[src/rtl/inst_fetcher.sv]
// inst_fetcher: holds the PC, issues one-at-a-time fetches to the icache,
// applies static next-PC prediction and buffers fetched instructions in a
// small circular queue drained by the decoder. A flush (clear_in) redirects
// the PC and throws away all in-flight work.
//
// state    | meaning
// ST_FETCH | no request outstanding; launches a fetch when the queue has room
// ST_WAIT  | request outstanding; its response is pushed into the queue
// ST_DROP  | request outstanding from before a flush; its response is discarded
module inst_fetcher #(
    parameter int          IQ_SIZE_BIT = 2,
    parameter logic [31:0] RESET_PC    = 32'h0
) (
    input  logic        clk_in,
    input  logic        rst_in,
    input  logic        rdy_in,
    input  logic        clear_in,
    input  logic [31:0] clear_pc,
    output logic        icache_req,
    output logic [31:0] icache_addr,
    input  logic        icache_valid,
    input  logic [31:0] icache_inst,
    input  logic        dec_stall,
    output logic        inst_valid,
    output logic [31:0] inst_out,
    output logic [31:0] inst_addr_out,
    output logic        inst_pred_taken
);

    localparam int                   IQ_SIZE   = 1 << IQ_SIZE_BIT;
    localparam logic [IQ_SIZE_BIT:0] IQ_FULL   = (IQ_SIZE_BIT + 1)'(IQ_SIZE);
    localparam logic [6:0]           OP_JAL    = 7'b1101111;
    localparam logic [6:0]           OP_BRANCH = 7'b1100011;

    typedef enum logic [1:0] {
        ST_FETCH = 2'd0,
        ST_WAIT  = 2'd1,
        ST_DROP  = 2'd2
    } state_t;

    state_t      state;
    state_t      state_nxt;
    logic [31:0] pc;
    logic [31:0] pc_nxt;
    logic        req_nxt;
    logic [31:0] addr_nxt;

    logic [31:0] j_imm;
    logic [31:0] b_imm;
    logic [31:0] pred_pc;
    logic        pred_taken;

    logic        push;
    logic        pop;
    logic        q_clear;

    logic [31:0]            iq_inst [IQ_SIZE];
    logic [31:0]            iq_pc   [IQ_SIZE];
    logic [IQ_SIZE-1:0]     iq_pred;
    logic [IQ_SIZE_BIT-1:0] head;
    logic [IQ_SIZE_BIT-1:0] tail;
    logic [IQ_SIZE_BIT:0]   count;

    // Static prediction on the returning word: JAL and backward branches taken.
    always_comb begin
        j_imm = {{12{icache_inst[31]}}, icache_inst[19:12], icache_inst[20],
                 icache_inst[30:21], 1'b0};
        b_imm = {{20{icache_inst[31]}}, icache_inst[7], icache_inst[30:25],
                 icache_inst[11:8], 1'b0};
        pred_pc    = pc + 32'd4;
        pred_taken = 1'b0;
        if (icache_inst[6:0] == OP_JAL) begin
            pred_pc    = pc + j_imm;
            pred_taken = 1'b1;
        end else if ((icache_inst[6:0] == OP_BRANCH) && icache_inst[31]) begin
            pred_pc    = pc + b_imm;
            pred_taken = 1'b1;
        end
    end

    // Next-state, request and queue-control decode; a flush overrides everything.
    always_comb begin
        state_nxt = state;
        pc_nxt    = pc;
        req_nxt   = icache_req;
        addr_nxt  = icache_addr;
        push      = 1'b0;
        q_clear   = 1'b0;
        pop       = inst_valid && !dec_stall && !clear_in;

        if (clear_in) begin
            q_clear = 1'b1;
            pc_nxt  = clear_pc;
            case (state)
                ST_WAIT, ST_DROP: begin
                    // A response landing with the flush is simply dropped;
                    // otherwise keep the stale request up until it returns.
                    if (icache_valid) begin
                        state_nxt = ST_FETCH;
                        req_nxt   = 1'b0;
                    end else begin
                        state_nxt = ST_DROP;
                    end
                end
                default: begin
                    state_nxt = ST_FETCH;
                    req_nxt   = 1'b0;
                end
            endcase
        end else begin
            case (state)
                ST_FETCH: begin
                    // Room is checked against the current count; the single
                    // outstanding request guarantees the push cannot overflow.
                    if (count < IQ_FULL) begin
                        req_nxt   = 1'b1;
                        addr_nxt  = pc;
                        state_nxt = ST_WAIT;
                    end
                end
                ST_WAIT: begin
                    if (icache_valid) begin
                        push      = 1'b1;
                        pc_nxt    = pred_pc;
                        req_nxt   = 1'b0;
                        state_nxt = ST_FETCH;
                    end
                end
                ST_DROP: begin
                    if (icache_valid) begin
                        req_nxt   = 1'b0;
                        state_nxt = ST_FETCH;
                    end
                end
                default: begin
                    req_nxt   = 1'b0;
                    state_nxt = ST_FETCH;
                end
            endcase
        end
    end

    // FSM state, PC and the registered icache request/address.
    always_ff @(posedge clk_in) begin
        if (rst_in) begin
            state       <= ST_FETCH;
            pc          <= RESET_PC;
            icache_req  <= 1'b0;
            icache_addr <= '0;
        end else if (rdy_in) begin
            state       <= state_nxt;
            pc          <= pc_nxt;
            icache_req  <= req_nxt;
            icache_addr <= addr_nxt;
        end
    end

    // Instruction queue: push at tail, pop at head, flush empties it.
    always_ff @(posedge clk_in) begin
        if (rst_in) begin
            head    <= '0;
            tail    <= '0;
            count   <= '0;
            iq_pred <= '0;
            for (int i = 0; i < IQ_SIZE; i++) begin
                iq_inst[i] <= '0;
                iq_pc[i]   <= '0;
            end
        end else if (rdy_in) begin
            if (q_clear) begin
                head  <= '0;
                tail  <= '0;
                count <= '0;
            end else begin
                if (push) begin
                    iq_inst[tail] <= icache_inst;
                    iq_pc[tail]   <= pc;
                    iq_pred[tail] <= pred_taken;
                    tail          <= tail + IQ_SIZE_BIT'(1);
                end
                if (pop) begin
                    head <= head + IQ_SIZE_BIT'(1);
                end
                if (push && !pop) begin
                    count <= count + (IQ_SIZE_BIT + 1)'(1);
                end else if (pop && !push) begin
                    count <= count - (IQ_SIZE_BIT + 1)'(1);
                end
            end
        end
    end

    assign inst_valid      = (count != '0);
    assign inst_out        = iq_inst[head];
    assign inst_addr_out   = iq_pc[head];
    assign inst_pred_taken = iq_pred[head];

endmodule

[config.mk]
export PLATFORM = sky130hd
export DESIGN_NAME = inst_fetcher
export DESIGN_NICKNAME = d
export VERILOG_FILES = /design/src/rtl/inst_fetcher.sv
export SDC_FILE = /design/constraint.sdc
export NUM_CORES = 1
export LEC_CHECK = 0
export BUFFER_PORTS_ARGS = -buffer_cell sky130_fd_sc_hd__buf_2
export CAP_MARGIN = 20
export CORE_AREA = 8 8 255 134
export CTS_CLUSTER_SIZE = 30
export DETAILED_ROUTE_END_ITERATION = 12
export DIE_AREA = 0 0 263 142
export GPL_TIMING_DRIVEN = 0
export PLACE_DENSITY = 0.8
export SKIP_LAST_GASP = 1
export SLEW_MARGIN = 20
export SYNTH_ARGS = -nofsm -noshare
export SYNTH_HDL_FRONTEND = slang
export SYNTH_SLANG_ARGS = --single-unit
[constraint.sdc]
create_clock -name clk_in -period 5.6 [get_ports clk_in]
set_input_delay 0.56 -clock clk_in [delete_from_list [all_inputs] [get_ports clk_in]]
set_output_delay 0.56 -clock clk_in [all_outputs]
set_load 0.01 [all_outputs]
==> results of run 1 <==
==> metrics by stage <==
stage	power, mW	utilization
after CTS	5.67	0.672
final	5.69	0.672
after detailed placement	3.57	0.640
after global routing	5.85	0.672
after global placement	3.54	0.632
after floorplan	3.28	-
==> final cells by class <==
| class | count | area share |
|---|---|---|
| diodes | 1 | 0.000121 |
| plain buffers | 119 | 0.0268 |
| clock buffers | 35 | 0.0381 |
| clock inverters | 23 | 0.00977 |
| inverters | 26 | 0.00471 |
| multi-input cells | 1145 | 0.397 |
| flip-flops and latches | 336 | 0.448 |
| well taps | 408 | 0.0246 |
| repair buffers | 178 | 0.0507 |
==> metal layers <==
metal	vias up	wire length (um)	global-route usage
met5	-	13	0
met3	131	8710	0.0980
met2	1020	23200	0.419
met4	2	1430	0.0690
li1	6430	-	-
met1	7064	24500	0.453
==> cell usage in the layout, fill, tap and decap left out, drive strengths merged, types with 27 or more instances in the layout <==
master  count
edfxtp    256
nand3      30
clkbuf    134
ha         51
nand2     153
inv        27
nor3       30
o21ai      70
and2      246
nor2       78
a21oi     118
dfxtp      80
buf       197
mux4       65
==> cell usage after synthesis (18+ instances only) <==
library cell	number	area, um2
edfxtp_1	256	7690
ha_1	51	638
mux4_2	65	1460
nand3_1	29	145
xor2_1	26	228
nor2_1	78	293
a21o_1	18	135
o21ai_0	58	290
xnor2_1	25	219
dfxtp_1	80	1600
a21oi_1	114	571
inv_1	24	90.1
nand2_1	152	571
and2_1	246	1540
clkbuf_1	89	334
a211oi_1	26	195
nor3_1	30	150
==> worst min-delay path, cell delays in order <==
cell and delay [ns]:
buf_2 0.10, nand3_1 0.07, a21oi_1 0.06
==> state kept, by name, summed over array words and instances (netlist names), named ones only <==
register / cells
iq_pc: 128
state: 2
icache_req: 1
pc: 32
tail: 2
iq_inst: 128
icache_addr: 32
count: 3
iq_pred: 4
head: 2
==> worst paths after layout <==
kind	cells past startpoint	start	slack, ns	end
min	3	clear_pc[0]	0.24	pc[0]
max reg2reg	12	pc[1]	1.62	pc[17]
min reg2reg	2	icache_addr[29]	0.45	icache_addr[29]
max	12	pc[1]	1.62	pc[17]
==> report_power, final <==
| part | internal, mW | switching (mW) | total, mW |
|---|---|---|---|
| Sequential | 2.76 | 0.0533 | 2.81 |
| Combinational | 0.256 | 0.484 | 0.740 |
| Clock | 1.16 | 0.985 | 2.14 |
| Total | 4.17 | 1.52 | 5.69 |
==> kinds of logic after synthesis <==
group | after synthesis | share of synthesized area
buffers and inverters | 145 | 0.0360
muxes | 69 | 0.0829
xor gates and xnor gates | 51 | 0.0246
and+or+nand+nor | 622 | 0.181
AOI/OAI and AO/OA | 349 | 0.125
adders and majority gates | 54 | 0.0385
DFF | 336 | 0.512
==> run summary, run 1 <==
Syn_area_per_cell = 11.2 um2
Setup WS pre-CTS = 1.89 ns
Clock transition at path regs = 0.08 ns
Fin crit period = 3.98 ns
Crit-path cells = ha_1, inv_1, fa_1, nand2b_1, a21oi_1, o21ai_2, a21oi_2, nand2b_1, a31oi_1, xnor2_1, o21ai_0, a211oi_1
Gr ovfl total = 0
Post-synth cell types = 78
Filler cells = 2360
Post-synthesis sequential area ratio = 0.512
CP Capture Type = register
Worst slew pin tran = 1.08 ns
Die Height = 142 um
Register area = 9290 um2
PostCTS Resize Cnt = 0
HPWL after detailed placement = 42.9 mm
Initial Utilization = 0.588
Total track usage = 0.302
Initial antenna violation count = 2
Syn Std Cell Area = 18100 um2
Drt pass-1 iters = 9
Placement Rows = 46
Area Growth Syn to Fin = 14.4%
Critical path class = reg -> reg
Fin. max-slew vios = 0
EDFF count, synth = 256
Width of the die = 263 um
Finished Cell Area = 20700 um2
Syn_nets = 1750
Dpl cell area = 19700 um2
Most used cell, CP = nand2b_1
Hold Path Class = in -> reg
Postcts setup bufs = 0
DR WL/cell = 25.5 um
Worst Slack Setup Final = 1.62 ns
Fmax = 251 MHz
Async S/R FF share, synth = 0
Startpoint Class = register
Cts hold-fix bufs = 0
Antenna Nets Post-Route = 0
Die area = 37300 um2
Final worst path period share = 0.711
Multi-input combinational cell area = 8240 um2
Routability cong. = 0.982
Min Hold Slack = 0.242 ns
Worst EP required = 6.11 ns
Largest net degree at the start of global routing = 45
Buffers on Ports = 167
Final Hold Viols = 0
CTS Sinks = 336
Layout cells sized above 1 = 0.184
Max VDD drop = 0.231 mV
Data arrival, critical path = 4.49 ns
Final wirelength = 57.9 mm
CTS Buf Count = 31
Post-Place Cells = 2212
Clk_skew = 0.0226 ns
Clk root buf = clkbuf_16
CTS tree = yes
Worst path bufs/invs = 1
NumNets Final = 1961
Residual DRC = 0
Outcome = finished, final reports clean
Vias = 14647
Via-to-Cell Ratio = 6.45
Most used DFF post-synth = edfxtp_1
First-pass GRT wire length = 86.4 mm
Clock Latency Late Sink = 0.62 ns
1st-iter DRT viols = 2284
Critical path's slowest cell = dfxtp_1
Setup violators final = 0
Critical Path Fanout Max = 8
Htree depth = 1
Slew headroom = 0.276
Bufs on Longest Clock Path = 3
Pwr Density = 274 nW/um2
CP delay by family, top = compound AO/OA/AOI/OAI gates
Yosys reg bits = 336
Finished Layout Cells = 2271
Fin Setup TNS = 0 ns
Max incr delay on CP = 0.58 ns
Cells after Synth = 1626
Core Area = 30800 um2
Yosys warnings = 0
IO Count = 169
Max-Cap Viols = 0
Number of global-route vias before repair = 13994
Unrepaired setup endpoints after global routing = no
Leakage = 7.91 nW
(Power assumes the default switching activity.)
==> inputs of run 2 (changes only) <==
==> constraint.sdc (replaced) <==
create_clock -name clk_in -period 3.98 [get_ports clk_in]
set_input_delay 0.398 -clock clk_in [delete_from_list [all_inputs] [get_ports clk_in]]
set_output_delay 0.398 -clock clk_in [all_outputs]
set_load 0.01 [all_outputs]
==> run summary, run 2 (synthesis gave the netlist of run 1 again) <==
Outcome = finished, final reports clean
Fmax = 252 MHz (+0.23%)
Dpl cell area = 19700 um2 (-0.14%)
Initial Utilization = 0.588 (unchanged)
Filler cells = 2340 (-0.85%)
Placement Rows = 46 (unchanged)
DR WL/cell = 25.6 um (+0.18%)
Routability cong. = 1.03 (+4.9%)
Antenna Nets Post-Route = 0 (unchanged)
CP Capture Type = register
Min Hold Slack = 0.0665 ns (-0.176 ns)
Max VDD drop = 0.362 mV (+57%)
CTS Buf Count = 30 (-3.2%)
Final wirelength = 58.0 mm (about the same)
Vias = 14618 (-0.20%)
Bufs on Longest Clock Path = 3 (unchanged)
Layout cells sized above 1 = 0.188 (+0.00352)
Leakage = 7.91 nW (about the same)
Clock Latency Late Sink = 0.61 ns (about the same)
Via-to-Cell Ratio = 6.45 (about the same)
R2R setup slack = 0.009 ns (-1.61 ns)
Largest net degree at the start of global routing = 45 (unchanged)
Fin crit period = 3.97 ns (-0.00923 ns)
Setup violators final = 0 (unchanged)
Worst setup startpoint = pc[1]
CTS Sinks = 336 (unchanged)
IO Count = 169 (unchanged)
Final worst path period share = 0.998 (+0.287)
Cts hold-fix bufs = 0 (unchanged)
Post-layout util = 0.673 (+0.000689)
Clock transition at path regs = 0.07 ns (about the same)
Die Height = 142 um (unchanged)
Area Growth Syn to Fin = 14.5%
Clk root buf = clkbuf_16
PostCTS Resize Cnt = 0 (unchanged)
Initial antenna violation count = 2 (unchanged)
Highest-count cells in the layout ignoring fill and taps = edfxtp_1 (256), and2_1 (246), buf_2 (178)
NumNets Final = 1959 (-0.10%)
Critical path class = reg -> reg
Fin. max-slew vios = 0 (unchanged)
Clk_skew = 0.0244 ns (+0.00182 ns)
HPWL after detailed placement = 43.2 mm (+0.59%)
Total track usage = 0.303 (+0.00170)
Die area = 37300 um2 (unchanged)
Pwr Density = 390 nW/um2 (+42%)
CTS tree = yes
Gr ovfl total = 0 (unchanged)
1st-iter DRT viols = 2049 (-10%)
R2R Path End = pc[17]
Most common cell after layout, fill and taps aside = edfxtp_1
Largest regs = iq_inst x128, iq_pc x128
Finished Cell Area = 20800 um2 (+0.10%)
Core Area = 30800 um2 (unchanged)
Fin Setup TNS = 0 ns (unchanged)
Data arrival, critical path = 4.48 ns (about the same)
Residual DRC = 0 (unchanged)
R2R depth = 12 (unchanged)
Critical Path Sink = pc[17]
Worst slew pin tran = 1.11 ns (+0.0327 ns)
Buffers on Ports = 167 (unchanged)
Slew headroom = 0.252 (-0.0242)
Startpoint Class = register
Width of the die = 263 um (unchanged)
Htree depth = 1 (unchanged)
Drt pass-1 iters = 6 (-3)
Max-Cap Viols = 0 (unchanged)
Worst reg2reg startpoint = pc[1]
Worst EP required = 4.49 ns (-1.62 ns)
Final Hold Viols = 0 (unchanged)
Unrepaired setup endpoints after global routing = no
Postcts setup bufs = 0 (unchanged)
Critical Path Fanout Max = 8 (unchanged)
First-pass GRT wire length = 86.8 mm (+0.38%)
Hold Path Class = in -> reg
Number of global-route vias before repair = 14145 (+1.1%)
run 2: final cells by class:
type / instances / area, um2 / share of cell area
Inverter: 26 / 97.6 / 0.00470
Multi-Input combinational cell: 1145 / 8240 / 0.397
Tap cell: 408 / 510 / 0.0246
Buffer: 119 / 557 / 0.0268
Clock inverter: 24 / 264 / 0.0127
Sequential cell: 336 / 9290 / 0.447
Antenna cell: 1 / 2.50 / 0.000121
Clock buffer: 32 / 779 / 0.0375
Timing Repair Buffer: 177 / 1020 / 0.0493
run 2: through the flow:
stage | total power [mW] | setup slack, ns | cells
finish | 8.10 | 0.00866 | 2268
global route | 8.33 | 0.00866 | 2268
global placement | 4.98 | -0.997 | 2201
floorplan | 4.61 | 0.743 | 1626
detailed placement | 5.02 | 0.284 | 2211
CTS | 8.07 | 0.277 | 2267
run 2: worst min path at each step:
stage | start | to | slack [ns] | cells after the start
after global routing | clear_pc[0] | pc[0] | 0.08 | 3
after detailed placement | iq_pred[3] | iq_pred[3] | 0.45 | 2
final | clear_pc[0] | pc[0] | 0.07 | 3
after floorplan | iq_pred[2] | iq_pred[2] | 0.43 | 2
after CTS | clear_pc[0] | pc[0] | 0.05 | 3
after global placement | icache_addr[28] | icache_addr[28] | 0.44 | 2
run 2: power by group:
part / internal [mW] / leakage (nW) / total [mW] / switching [mW]
clock network: 1.70 / 0.507 / 3.12 / 1.42
logic: 0.357 / 4.11 / 1.04 / 0.680
registers: 3.88 / 3.30 / 3.95 / 0.0717
total: 5.93 / 7.91 / 8.10 / 2.17
run 2: critical path, cell delays in order, from the launching register on:
cell and delay, ns:
dfxtp_1 0.62, ha_1 0.28, inv_1 0.06, fa_1 0.41, nand2b_1 0.19, a21oi_1 0.55
o21ai_2 0.17, a21oi_2 0.31, nand2b_1 0.23, a31oi_1 0.12, xnor2_1 0.39, o21ai_0 0.27
a211oi_1 0.28
run 2: metal layers:
layer / vias up / GRT usage / part of all wire
met4: 2 / 0.0675 / 0.024
li1: 6431 / - / -
met1: 7163 / 0.441 / 0.42
met5: - / 0 / 0.00064
met2: 924 / 0.432 / 0.41
met3: 98 / 0.109 / 0.15
==> inputs of run 3 (changes only) <==
--- a/config.mk
+++ b/config.mk
@@ -7,12 +7,11 @@
 export LEC_CHECK = 0
 export BUFFER_PORTS_ARGS = -buffer_cell sky130_fd_sc_hd__buf_2
 export CAP_MARGIN = 20
-export CORE_AREA = 8 8 255 134
+export CORE_AREA = 5 5 290 150
 export CTS_CLUSTER_SIZE = 30
 export DETAILED_ROUTE_END_ITERATION = 12
-export DIE_AREA = 0 0 263 142
+export DIE_AREA = 0 0 295 155
 export GPL_TIMING_DRIVEN = 0
-export PLACE_DENSITY = 0.8
 export SKIP_LAST_GASP = 1
 export SLEW_MARGIN = 20
 export SYNTH_ARGS = -nofsm -noshare
==> run summary, run 3 (synthesis gave the netlist of run 1 again) <==
Initial antenna violation count = 3 (+1)
Post-layout util = 0.510 (-0.163)
Largest net degree at the start of global routing = 43 (-4.4%)
Sw frac = 0.263 (-0.00418)
First-pass GRT wire length = 89.0 mm (+2.6%)
Unrepaired setup endpoints after global routing = no
Final wirelength = 60.0 mm (+3.5%)
Initial Utilization = 0.442 (-0.146)
CP Capture Type = register
Setup violators final = 0 (unchanged)
Width of the die = 295 um (+12%)
Hold Path Class = in -> reg
Die Height = 155 um (+9.2%)
Largest regs = iq_inst x128, iq_pc x128
Buffers on Ports = 167 (unchanged)
Clock Latency Late Sink = 0.61 ns (about the same)
Final Hold Viols = 0 (unchanged)
CTS tree = yes
Number of global-route vias before repair = 13655 (-3.5%)
Worst slew pin tran = 1.20 ns (+0.0902 ns)
Slew headroom = 0.194 (-0.0581)
NetSw = 2.14 mW (-1.2%)
Finished Cell Area = 20900 um2 (+0.87%)
Antenna Nets Post-Route = 0 (unchanged)
Worst EP required = 4.45 ns (-0.04 ns)
Critical Path Fanout Max = 8 (unchanged)
NumNets Final = 1960 (+0.051%)
IO Count = 169 (unchanged)
Residual DRC = 0 (unchanged)
HPWL after detailed placement = 44.7 mm (+3.5%)
Area Growth Syn to Fin = 15.5%
Clock transition at path regs = 0.07 ns (about the same)
Cts hold-fix bufs = 0 (unchanged)
Outcome = finished, final reports clean
Via-to-Cell Ratio = 5.87 (-8.9%)
Reg power frac = 0.486 (about the same)
Core Area = 41000 um2 (+33%)
Placement Rows = 53 (+15%)
Htree depth = 1 (unchanged)
CTS Buf Count = 31 (+3.3%)
Clk_skew = 0.0309 ns (+0.00642 ns)
Critical path class = reg -> reg
Die area = 45700 um2 (+22%)
Fmax = 269 MHz (+6.7%)
Highest-count cells in the layout ignoring fill and taps = edfxtp_1 (256), and2_1 (246), buf_2 (178)
Clk root buf = clkbuf_16
Pwr Density = 388 nW/um2 (-0.50%)
Data arrival, critical path = 4.19 ns (-0.29 ns)
Dpl cell area = 19900 um2 (+0.92%)
Clk pwr share = 0.387 (+0.002)
Max-Cap Viols = 0 (unchanged)
Combinational share of power = 0.127 (about the same)
Leakage = 7.92 nW (about the same)
Fin. max-slew vios = 0 (unchanged)
Gr ovfl total = 0 (unchanged)
Most common cell after layout, fill and taps aside = edfxtp_1
Fin crit period = 3.72 ns (-0.251 ns)
Layout cells sized above 1 = 0.185 (-0.00289)
Vias = 14173 (-3.0%)
DR WL/cell = 24.8 um (-2.8%)
1st-iter DRT viols = 1601 (-22%)
Max VDD drop = 0.325 mV (-10%)
Startpoint Class = register
Postcts setup bufs = 0 (unchanged)
PostCTS Resize Cnt = 0 (unchanged)
Total track usage = 0.258 (-0.0450)
Drt pass-1 iters = 6 (unchanged)
Bufs on Longest Clock Path = 3 (unchanged)
Power Internal = 5.99 mW (+0.95%)
Final worst path period share = 0.935 (-0.0630)
CTS Sinks = 336 (unchanged)
Routability cong. = 0.966 (-6.2%)
[run 3: cell types whose count changed in the layout (fill, tap and decap cells not counted), sizes merged]
cell,before,now
buf,196,194
clkinvlp,3,2
diode,1,3
clkbuf,131,143
clkinv,15,10
inv,28,26
[run 3: through the flow]
step | TNS [ns] | hold WS [ns] | setup WS (ns) | power, mW | instances
floorplan | 0 | 0.433 | 0.743 | 4.61 | 1626
global placement | -222.38 | 0.442 | -1.10 | 5.01 | 2343
detailed placement | 0 | 0.444 | 0.416 | 5.03 | 2353
CTS | 0 | 0.0634 | 0.171 | 8.14 | 2411
global route | 0 | 0.0740 | 0.139 | 8.39 | 2412
finish | 0 | 0.0810 | 0.259 | 8.13 | 2414
[run 3: routing by layer]
| metal | global-route usage | share of wire | vias up | routed length, um |
|---|---|---|---|---|
| met3 | 0.0710 | 0.11 | 73 | 6700 |
| met1 | 0.414 | 0.47 | 7046 | 28400 |
| met5 | 0 | 0 | - | 0 |
| met4 | 0.0444 | 0.018 | 0 | 1110 |
| li1 | - | - | 6414 | - |
| met2 | 0.352 | 0.40 | 640 | 23700 |
[run 3: worst paths after layout]
check | slack [ns] | depth (start not counted) | to | start
hold reg to reg | 0.45 | 2 | icache_addr[28] | icache_addr[28]
hold / removal | 0.08 | 3 | pc[0] | clear_pc[0]
setup / recovery | 0.26 | 12 | pc[21] | pc[1]
setup reg to reg | 0.26 | 12 | pc[21] | pc[1]
[run 3: critical path: stages, from the launching register on]
cell and delay [ns]:
dfxtp_1 0.54, ha_1 0.28, inv_1 0.07, fa_1 0.39, nand2b_1 0.21, a21oi_1 0.45
o21ai_2 0.18, a21oi_2 0.29, a311oi_1 0.32, a222oi_1 0.32, nor3_1 0.08, a311oi_1 0.37
nor3_1 0.09
[run 3: power groups by stage]
stage	clock, mW	sequential, mW	combinational [mW]
3_3_place_gp	0	4.03	0.980
5_1_grt	3.32	3.96	1.11
3_5_place_dp	0	4.03	1.01
2_1_floorplan	0	4.00	0.619
6_report	3.15	3.95	1.03
4_1_cts	3.17	3.95	1.01
[run 3: final cells by class]
cell class | instances | area [um2]
clock inverters | 16 | 194
fillers | 3672 | 20100
plain buffers | 119 | 559
inverters | 26 | 97.6
flip-flops and latches | 336 | 9290
well taps | 550 | 688
diodes | 3 | 7.51
multi-input cells | 1145 | 8240
clock buffers | 42 | 847
repair buffers | 177 | 1030
